## src/rtl/etap_ir_ctrl.sv

```systemverilog
// EJTAG TAP instruction register: capture/shift stage, update stage, registered decode, sticky boot flag.
// Latency: ir/sel/ejtag_boot one cycle after the update edge; ir_tdo combinational from sr[0].
// Backpressure: none, the strobes are TAP states. The boot flag is built only with ETAP_IR_BOOT_EN.
module etap_ir_ctrl #(
  parameter int IR_W = 5
) (
  input  logic            clk,
  input  logic            rst,
  input  logic            tlr,
  input  logic            capture_ir,
  input  logic            shift_ir,
  input  logic            update_ir,
  input  logic            tdi,
  input  logic [IR_W-3:0] status,
  output logic            ir_tdo,
  output logic [IR_W-1:0] ir,
  output logic [3:0]      sel,
  output logic            sel_upd,
  output logic            ejtag_boot
);

  localparam logic [IR_W-1:0] OP_IDCODE     = IR_W'(8'h01);
  localparam logic [IR_W-1:0] OP_SAMPLE     = IR_W'(8'h02);
  localparam logic [IR_W-1:0] OP_IMPCODE    = IR_W'(8'h03);
  localparam logic [IR_W-1:0] OP_ADDRESS    = IR_W'(8'h08);
  localparam logic [IR_W-1:0] OP_DATA       = IR_W'(8'h09);
  localparam logic [IR_W-1:0] OP_CONTROL    = IR_W'(8'h0A);
  localparam logic [IR_W-1:0] OP_ALL        = IR_W'(8'h0B);
  localparam logic [IR_W-1:0] OP_EJTAGBOOT  = IR_W'(8'h0C);
  localparam logic [IR_W-1:0] OP_NORMALBOOT = IR_W'(8'h0D);
  localparam logic [IR_W-1:0] OP_FASTDATA   = IR_W'(8'h0E);
  localparam logic [IR_W-1:0] OP_BYPASS     = {IR_W{1'b1}};
  localparam logic [IR_W-1:0] SR_RESET      = IR_W'(1);

  logic [IR_W-1:0] sr;
  logic            tlr_q;

  // Exact match on every bit; anything unlisted selects the bypass register.
  function automatic logic [3:0] decode(input logic [IR_W-1:0] op);
    logic [3:0] s;
    s = 4'd6;
    case (op)
      OP_IDCODE:     s = 4'd0;
      OP_IMPCODE:    s = 4'd1;
      OP_ADDRESS:    s = 4'd2;
      OP_DATA:       s = 4'd3;
      OP_CONTROL:    s = 4'd4;
      OP_BYPASS:     s = 4'd6;
      OP_SAMPLE:     s = 4'd7;
      OP_ALL:        s = 4'd8;
      OP_FASTDATA:   s = 4'd10;
`ifdef ETAP_IR_BOOT_EN
      OP_EJTAGBOOT:  s = 4'd5;
      OP_NORMALBOOT: s = 4'd9;
`endif
      default:       s = 4'd6;
    endcase
    return s;
  endfunction

  always_ff @(posedge clk) begin
    if (rst) begin
      sr      <= SR_RESET;
      ir      <= OP_IDCODE;
      sel     <= 4'd0;
      sel_upd <= 1'b0;
      tlr_q   <= 1'b0;
    end else begin
      tlr_q   <= tlr;
      sel_upd <= 1'b0;
      if (tlr) begin
        sr      <= SR_RESET;
        ir      <= OP_IDCODE;
        sel     <= 4'd0;
        sel_upd <= ~tlr_q;
      end else if (update_ir) begin
        ir      <= sr;
        sel     <= decode(sr);
        sel_upd <= 1'b1;
      end else if (capture_ir) begin
        sr <= {status, 2'b01};
      end else if (shift_ir) begin
        sr <= {tdi, sr[IR_W-1:1]};
      end
    end
  end

  assign ir_tdo = sr[0];

`ifdef ETAP_IR_BOOT_EN
  logic boot_q;

  // Survives TLR on purpose: only a real reset or NORMALBOOT drops the request.
  always_ff @(posedge clk) begin
    if (rst) begin
      boot_q <= 1'b0;
    end else if (!tlr && update_ir) begin
      if (sr == OP_EJTAGBOOT) begin
        boot_q <= 1'b1;
      end else if (sr == OP_NORMALBOOT) begin
        boot_q <= 1'b0;
      end
    end
  end

  assign ejtag_boot = boot_q;
`else
  assign ejtag_boot = 1'b0;
`endif

endmodule

```

## config.mk

```make
export PLATFORM = sky130hd
export DESIGN_NAME = etap_ir_ctrl
export DESIGN_NICKNAME = d
export VERILOG_FILES = /design/src/rtl/etap_ir_ctrl.sv
export SDC_FILE = /design/constraint.sdc
export NUM_CORES = 1
export LEC_CHECK = 0
export ABC_AREA = 1
export BUFFER_PORTS_ARGS = -buffer_cell sky130_fd_sc_hd__buf_2
export CAP_MARGIN = 5
export CELL_PAD_IN_SITES_DETAIL_PLACEMENT = 0
export CELL_PAD_IN_SITES_GLOBAL_PLACEMENT = 1
export CORE_MARGIN = 2
export CORE_UTILIZATION = 38
export CTS_BUF_LIST = sky130_fd_sc_hd__clkbuf_4 sky130_fd_sc_hd__clkbuf_8
export CTS_CLUSTER_SIZE = 25
export DETAILED_ROUTE_END_ITERATION = 8
export PLACE_DENSITY = 0.81
export SLEW_MARGIN = 5
export SYNTH_ARGS = -nofsm -noshare
export SYNTH_HDL_FRONTEND = slang
export SYNTH_SLANG_ARGS = --single-unit
```

## constraint.sdc

```tcl
create_clock -name clk -period 3.1 [get_ports clk]
set_clock_uncertainty 0.2 [all_clocks]
set_input_delay 0.62 -clock clk [delete_from_list [all_inputs] [get_ports clk]]
set_output_delay 0.62 -clock clk [all_outputs]
set_load 0.03 [all_outputs]
```

==> flow_summary.yaml, run 1 <==
setup_path:
  cp_cell_sequence: "buf_2"
  path_delay_family: "flip-flops"
  critPathSlowestCell: "dfxtp_1"
  worstPathArrival_ns: 0.83
  cp_max_fo: 3
  crit_required_ns: 2.28
  worstSetupStartpointType: "register"
  crit_buf_inv: 1
  cp-end-kind: "output port"
  max_stage_delay_ns: 0.35
  criticalPathCategory: "register to output port"
routing:
  vias: 625
  wirelength_um: 1310
  postRouteAntennaNets: 0
  drtIter0Drc: 15
  vias_per_cell: 4.50
  drc: 0
  drtPass1Iterations: 4
  drt-wirelength-per-cell_um: 9.43
timing:
  fmax_mhz: 607
  fin_crit_sh_pct: 53.1
  min_period_ns: 1.65
  setup_ws_ns: 1.45
  hold_violations: 0
  report.final.slew_viol_count: 0
  rsz0062_at_grt: "no"
  tns_ns: 0
  finalSetupViolations: 0
power:
  power.total_uw: 405
  p_leak_uw: 0.000391
  peakVddDrop_mv: 0.250
  power_density_nw_per_um2: 485
yosys:
  synth_top_family_by_area: "compound AO/OA/AOI/OAI gates"
  synthesis.nets: 103
  synth_compound_area_share_pct: 24.5
  synth_mux_area_share_pct: 0
  synth_seq_cells: 16
  synth_area_um2: 694
  synth_seq_area_share_pct: 46.1
  syn-mean-instance-area_um2: 7.47
  synthXorXnorAreaFrac_pct: 0
  ys_types: 19
  yosysWarnings: 0
  synthAdderAreaFrac_pct: 0
  post_synth_and_or_nand_nor_area_fraction_pct: 18.7
  synth_cells: 93
clocking:
  cts.repair.resized: 0
  post_cts_buffers: 0
  insertion_delay_ns: 0.28
  postCtsHoldBufs: 0
  clk_pin_slew_ns: 0.09
  clock_path_buffers: 2
  cts_tree: "built"
  htree_levels: 1
  cts_root_buf: "clkbuf_4"
  cts_buffers: 3
  cts.sink_count: 16
final_layout:
  drive_gt1_share_pct: 25.4
  area_growth_pct: 20.4
  n_antenna_cell: 0
  final_core_util_pct: 48.4
  final_nets: 125
  fill_cells: 185
  stdcell_count: 139
  mostFrequentLayoutCells: "nand2_1 (22), buf_2 (20), dfxtp_1 (16), o21ai_0 (12), a21oi_1 (10)"
  final_common_cell: "nand2_1"
global_route:
  antenna_found_initial: 0
  global_route.usage.total_pct: 13.3
  grt_pass1_vias: 487
  grt.overflow.total: 0
  grt_pass1_wl_um: 2080
  grt_max_degree: 11
placement:
  gp_congestion: 0.740
  placed_cells: 135
  pre_cts_ws_ns: 1.45
  port_buffers: 20
  dp_hpwl_um: 989
hold_path:
  holdCritPathClass: "register to register"
floorplanning:
  start_util_pct: 40.2
  io_pins: 22
  dieArea_um2: 2190
  dieWidth_um: 46.8
  fp.coreArea_um2: 1730
  fp.dieH_um: 46.8
  rows: 15
outcome:
  status: "complete, no violations"
flow_run:
  drv_cap: 0
-- cells by family (layout without fill, tap and decap cells) --
kind of cell | Yosys count | count (layout)
compound gates | 29 | 29
buf+inv | 14 | 35
flops | 16 | 16
other cells | 1 | 1
simple gates | 33 | 33
-- metal layers --
metal,vias up,share of wire [%],GRT usage [%]
li1,344,-,-
met1,265,52,19.3
met2,16,43,18.9
met3,0,5.3,3.46
met4,0,0,5.00
met5,-,0,0
-- where the power goes --
part           total (µW)  switching [µW]  internal, µW  leakage (µW)
clock network         135            63.5          71.4     0.0000210
registers             216            3.65           213      0.000131
logic                54.0            36.9          17.1      0.000240
total                 405             104           301      0.000391
-- registers in the layout, indices dropped and copies added (netlist names) --
signal	flops
sr	5
tlr_q	1
sel_upd	1
sel	4
ir	5
-- cell usage after synthesis (all sizes together) --
cell type  instances  area [µm²]
a21boi             1        7.51
inv               11        43.8
nand3              3        15.0
conb               1        3.75
o211ai             2        15.0
a21oi             10        50.1
o31ai              1        7.51
nor2               8        32.5
dfxtp             16         320
buf                3        26.3
nand2             22        82.6
o21ai             15        90.1
-- path summary, 6_finish.rpt --
kind,start,slack [ns],endpoint,cells past startpoint
worst max register to register,sr[2],1.80,sel[0],5
worst max-delay path,sr[0],1.45,ir_tdo,1
worst min register to register,tlr_q,0.22,sel_upd,1
worst min-delay path,tlr_q,0.22,sel_upd,1
-- through the flow --
step | cell area, µm² | hold slack (ns)
2_1_floorplan | 694 | 0.196
3_3_place_gp | 800 | 0.209
3_5_place_dp | 800 | 0.213
4_1_cts | 836 | 0.228
5_1_grt | 836 | 0.241
6_report | 836 | 0.222
-- cell type report --
cell class | count | area [µm²] | share of cell area, %
Timing Repair Buffer | 20 | 100 | 12.0
Multi-Input combinational cell | 63 | 304 | 36.4
Sequential cell | 16 | 320 | 38.3
Clock buffer | 4 | 36.3 | 4.34
Inverter | 11 | 43.8 | 5.24
Tap cell | 25 | 31.3 | 3.74
(Power assumes the default switching activity.)
==> inputs of run 2 (changes only) <==
--- a/config.mk
+++ b/config.mk
@@ -11,11 +11,11 @@
 export CELL_PAD_IN_SITES_DETAIL_PLACEMENT = 0
 export CELL_PAD_IN_SITES_GLOBAL_PLACEMENT = 1
 export CORE_MARGIN = 2
-export CORE_UTILIZATION = 38
+export CORE_UTILIZATION = 32
 export CTS_BUF_LIST = sky130_fd_sc_hd__clkbuf_4 sky130_fd_sc_hd__clkbuf_8
 export CTS_CLUSTER_SIZE = 25
 export DETAILED_ROUTE_END_ITERATION = 8
-export PLACE_DENSITY = 0.81
+export PLACE_DENSITY = 0.72
 export SLEW_MARGIN = 5
 export SYNTH_ARGS = -nofsm -noshare
 export SYNTH_HDL_FRONTEND = slang
==> constraint.sdc (replaced) <==
create_clock -name clk -period 1.35 [get_ports clk]
set_clock_uncertainty 0.2 [all_clocks]
set_input_delay 0.27 -clock clk [delete_from_list [all_inputs] [get_ports clk]]
set_output_delay 0.27 -clock clk [all_outputs]
set_load 0.03 [all_outputs]
==> run 2 against run 1 <==
  * Critical path depth stayed put
  * Wire length increased by 13%
  * Worst setup slack got worse by 1.4 ns
  * Non-clock buffer count is 3 higher
  * Flip-flop and latch count did not move
  * Count of clock-buffer cells in the layout did not move
  * Sequential share of layout area fell by 1.3 points
  * Hold slack lost 0.19 ns
  * Register-to-register slack worse by 1.6 ns
  * Global-route usage fell by 0.64 points
==> flow_summary.yaml, run 2 (synthesized netlist as in run 1, its figures left out) <==
global_route:
  grt.overflow.total: 0
  grt_max_degree: 11
  grt_pass1_vias: 592
  global_route.usage.total_pct: 12.6
  antenna_found_initial: 0
  grt_pass1_wl_um: 2460
routing:
  postRouteAntennaNets: 0
  vias: 654
  drt-wirelength-per-cell_um: 10.2
  drc: 0
  drtIter0Drc: 11
  wirelength_um: 1480
  vias_per_cell: 4.54
  drtPass1Iterations: 4
placement:
  place_area_um2: 817
  dp_hpwl_um: 1080
  gp_congestion: 0.737
  port_buffers: 20
timing:
  hold_ws_ns: 0.0366
  report.final.slew_viol_count: 0
  fmax_mhz: 776
  rsz0062_at_grt: "no"
  tns_ns: 0
  finalSetupViolations: 0
  hold_violations: 0
  min_period_ns: 1.29
  fin_crit_sh_pct: 95.5
floorplanning:
  fp.coreArea_um2: 2000
  dieArea_um2: 2560
  fp.dieH_um: 50.6
  start_util_pct: 34.7
  rows: 16
  io_pins: 22
  dieWidth_um: 50.6
setup_path:
  r2r_cells: 6
  crit_buf_inv: 1
  critPathSlowestCell: "dfxtp_1"
  worstPathArrival_ns: 0.82
  criticalPathCategory: "register to output port"
  rrSetupSlack_ns: 0.16
  r2r-end: "sel[2]"
  worstSetupStartpointType: "register"
  cp_cell_sequence: "buf_2"
  cp_max_fo: 2
  path_delay_family: "flip-flops"
  r2r-start: "sr[2]"
  max_stage_delay_ns: 0.34
  cp-end-kind: "output port"
  crit_required_ns: 0.88
final_layout:
  fill_cells: 236
  final_nets: 128
  mostFrequentLayoutCells: "nand2_1 (22), buf_2 (19), dfxtp_1 (16), o21ai_0 (12), a21oi_1 (10)"
  drive_gt1_share_pct: 27.4
  largest_registers: "ir x5, sr x5, sel x4"
  final_common_cell: "nand2_1"
  area_growth_pct: 24.7
  final_area_um2: 866
  n_antenna_cell: 0
clocking:
  cts_root_buf: "clkbuf_4"
  cts.sink_count: 16
  htree_levels: 1
  insertion_delay_ns: 0.29
  clock_path_buffers: 2
  cts_buffers: 3
  clk_pin_slew_ns: 0.10
  cts_tree: "built"
hold_path:
  whs_path_depth: 3
  holdCritPathClass: "primary input to register"
  min_from: "tlr"
  worstHoldEndpoint: "tlr_q"
flow_run:
  drv_cap: 0
power:
  p_leak_uw: 0.000407
  power_density_nw_per_um2: 1100
  peakVddDrop_mv: 0.472
outcome:
  status: "complete, no violations"
run 2: layout make-up:
class                      instances  area (µm²)  area share (%)
clock buffer                       4        36.3            4.19
inverter                          11        43.8            5.06
multi-input combinational         63         304            35.1
sequential                        16         320            37.0
tap                               27        33.8            3.90
timing repair buffer              23         128            14.7
run 2: how the worst max path moves through the flow:
| stage | from | cells after the start | to | slack, ns |
|---|---|---|---|---|
| after global routing | sel[1] | 1 | sel[1] | 0.005 |
| after detailed placement | tlr | 4 | sel[0] | 0.07 |
| after floorplan | sr[0] | 7 | sel[2] | 0.08 |
| after CTS | sr[0] | 1 | ir_tdo | 0.03 |
| after global placement | update_ir | 6 | sr[0] | 0.08 |
| final | ir[0] | 1 | ir[0] | 0.06 |
run 2: timing repair:
| action | in CTS | in global routing |
|---|---|---|
| hold buffers | 1 | 0 |
| setup endpoints to repair | 0 | 2 |
| gates resized for setup | 0 | 3 |
| endpoints found under the hold margin | 2 | 0 |
| buffers inserted | 0 | 0 |
run 2: tightest hold or removal path: stages:
cell and delay (ns):
buf_2 0.09, inv_1 0.05, nor2_1 0.08
run 2: layer usage:
layer	vias up	global-route usage, %	share of wire, %
li1	349	-	-
met3	2	3.57	4.1
met5	-	0	0
met4	0	5.41	0.68
met1	289	15.7	48
met2	14	20.4	47
run 2: power breakdown:
part | internal, µW | switching (µW)
Sequential | 488 | 9.03
Clock | 164 | 158
Combinational | 45.1 | 87.7
run 2: through the flow:
stage | std cells | util [%] | total power (µW) | worst slack [ns]
final | 144 | 43.3 | 952 | 0.0612
after global routing | 144 | 43.3 | 999 | 0.00500
after CTS | 144 | 43.1 | 956 | 0.0272
after detailed placement | 139 | 40.8 | 638 | 0.0700
after global placement | 139 | 40.8 | 637 | 0.0821
after floorplan | 93 | - | 601 | 0.0754
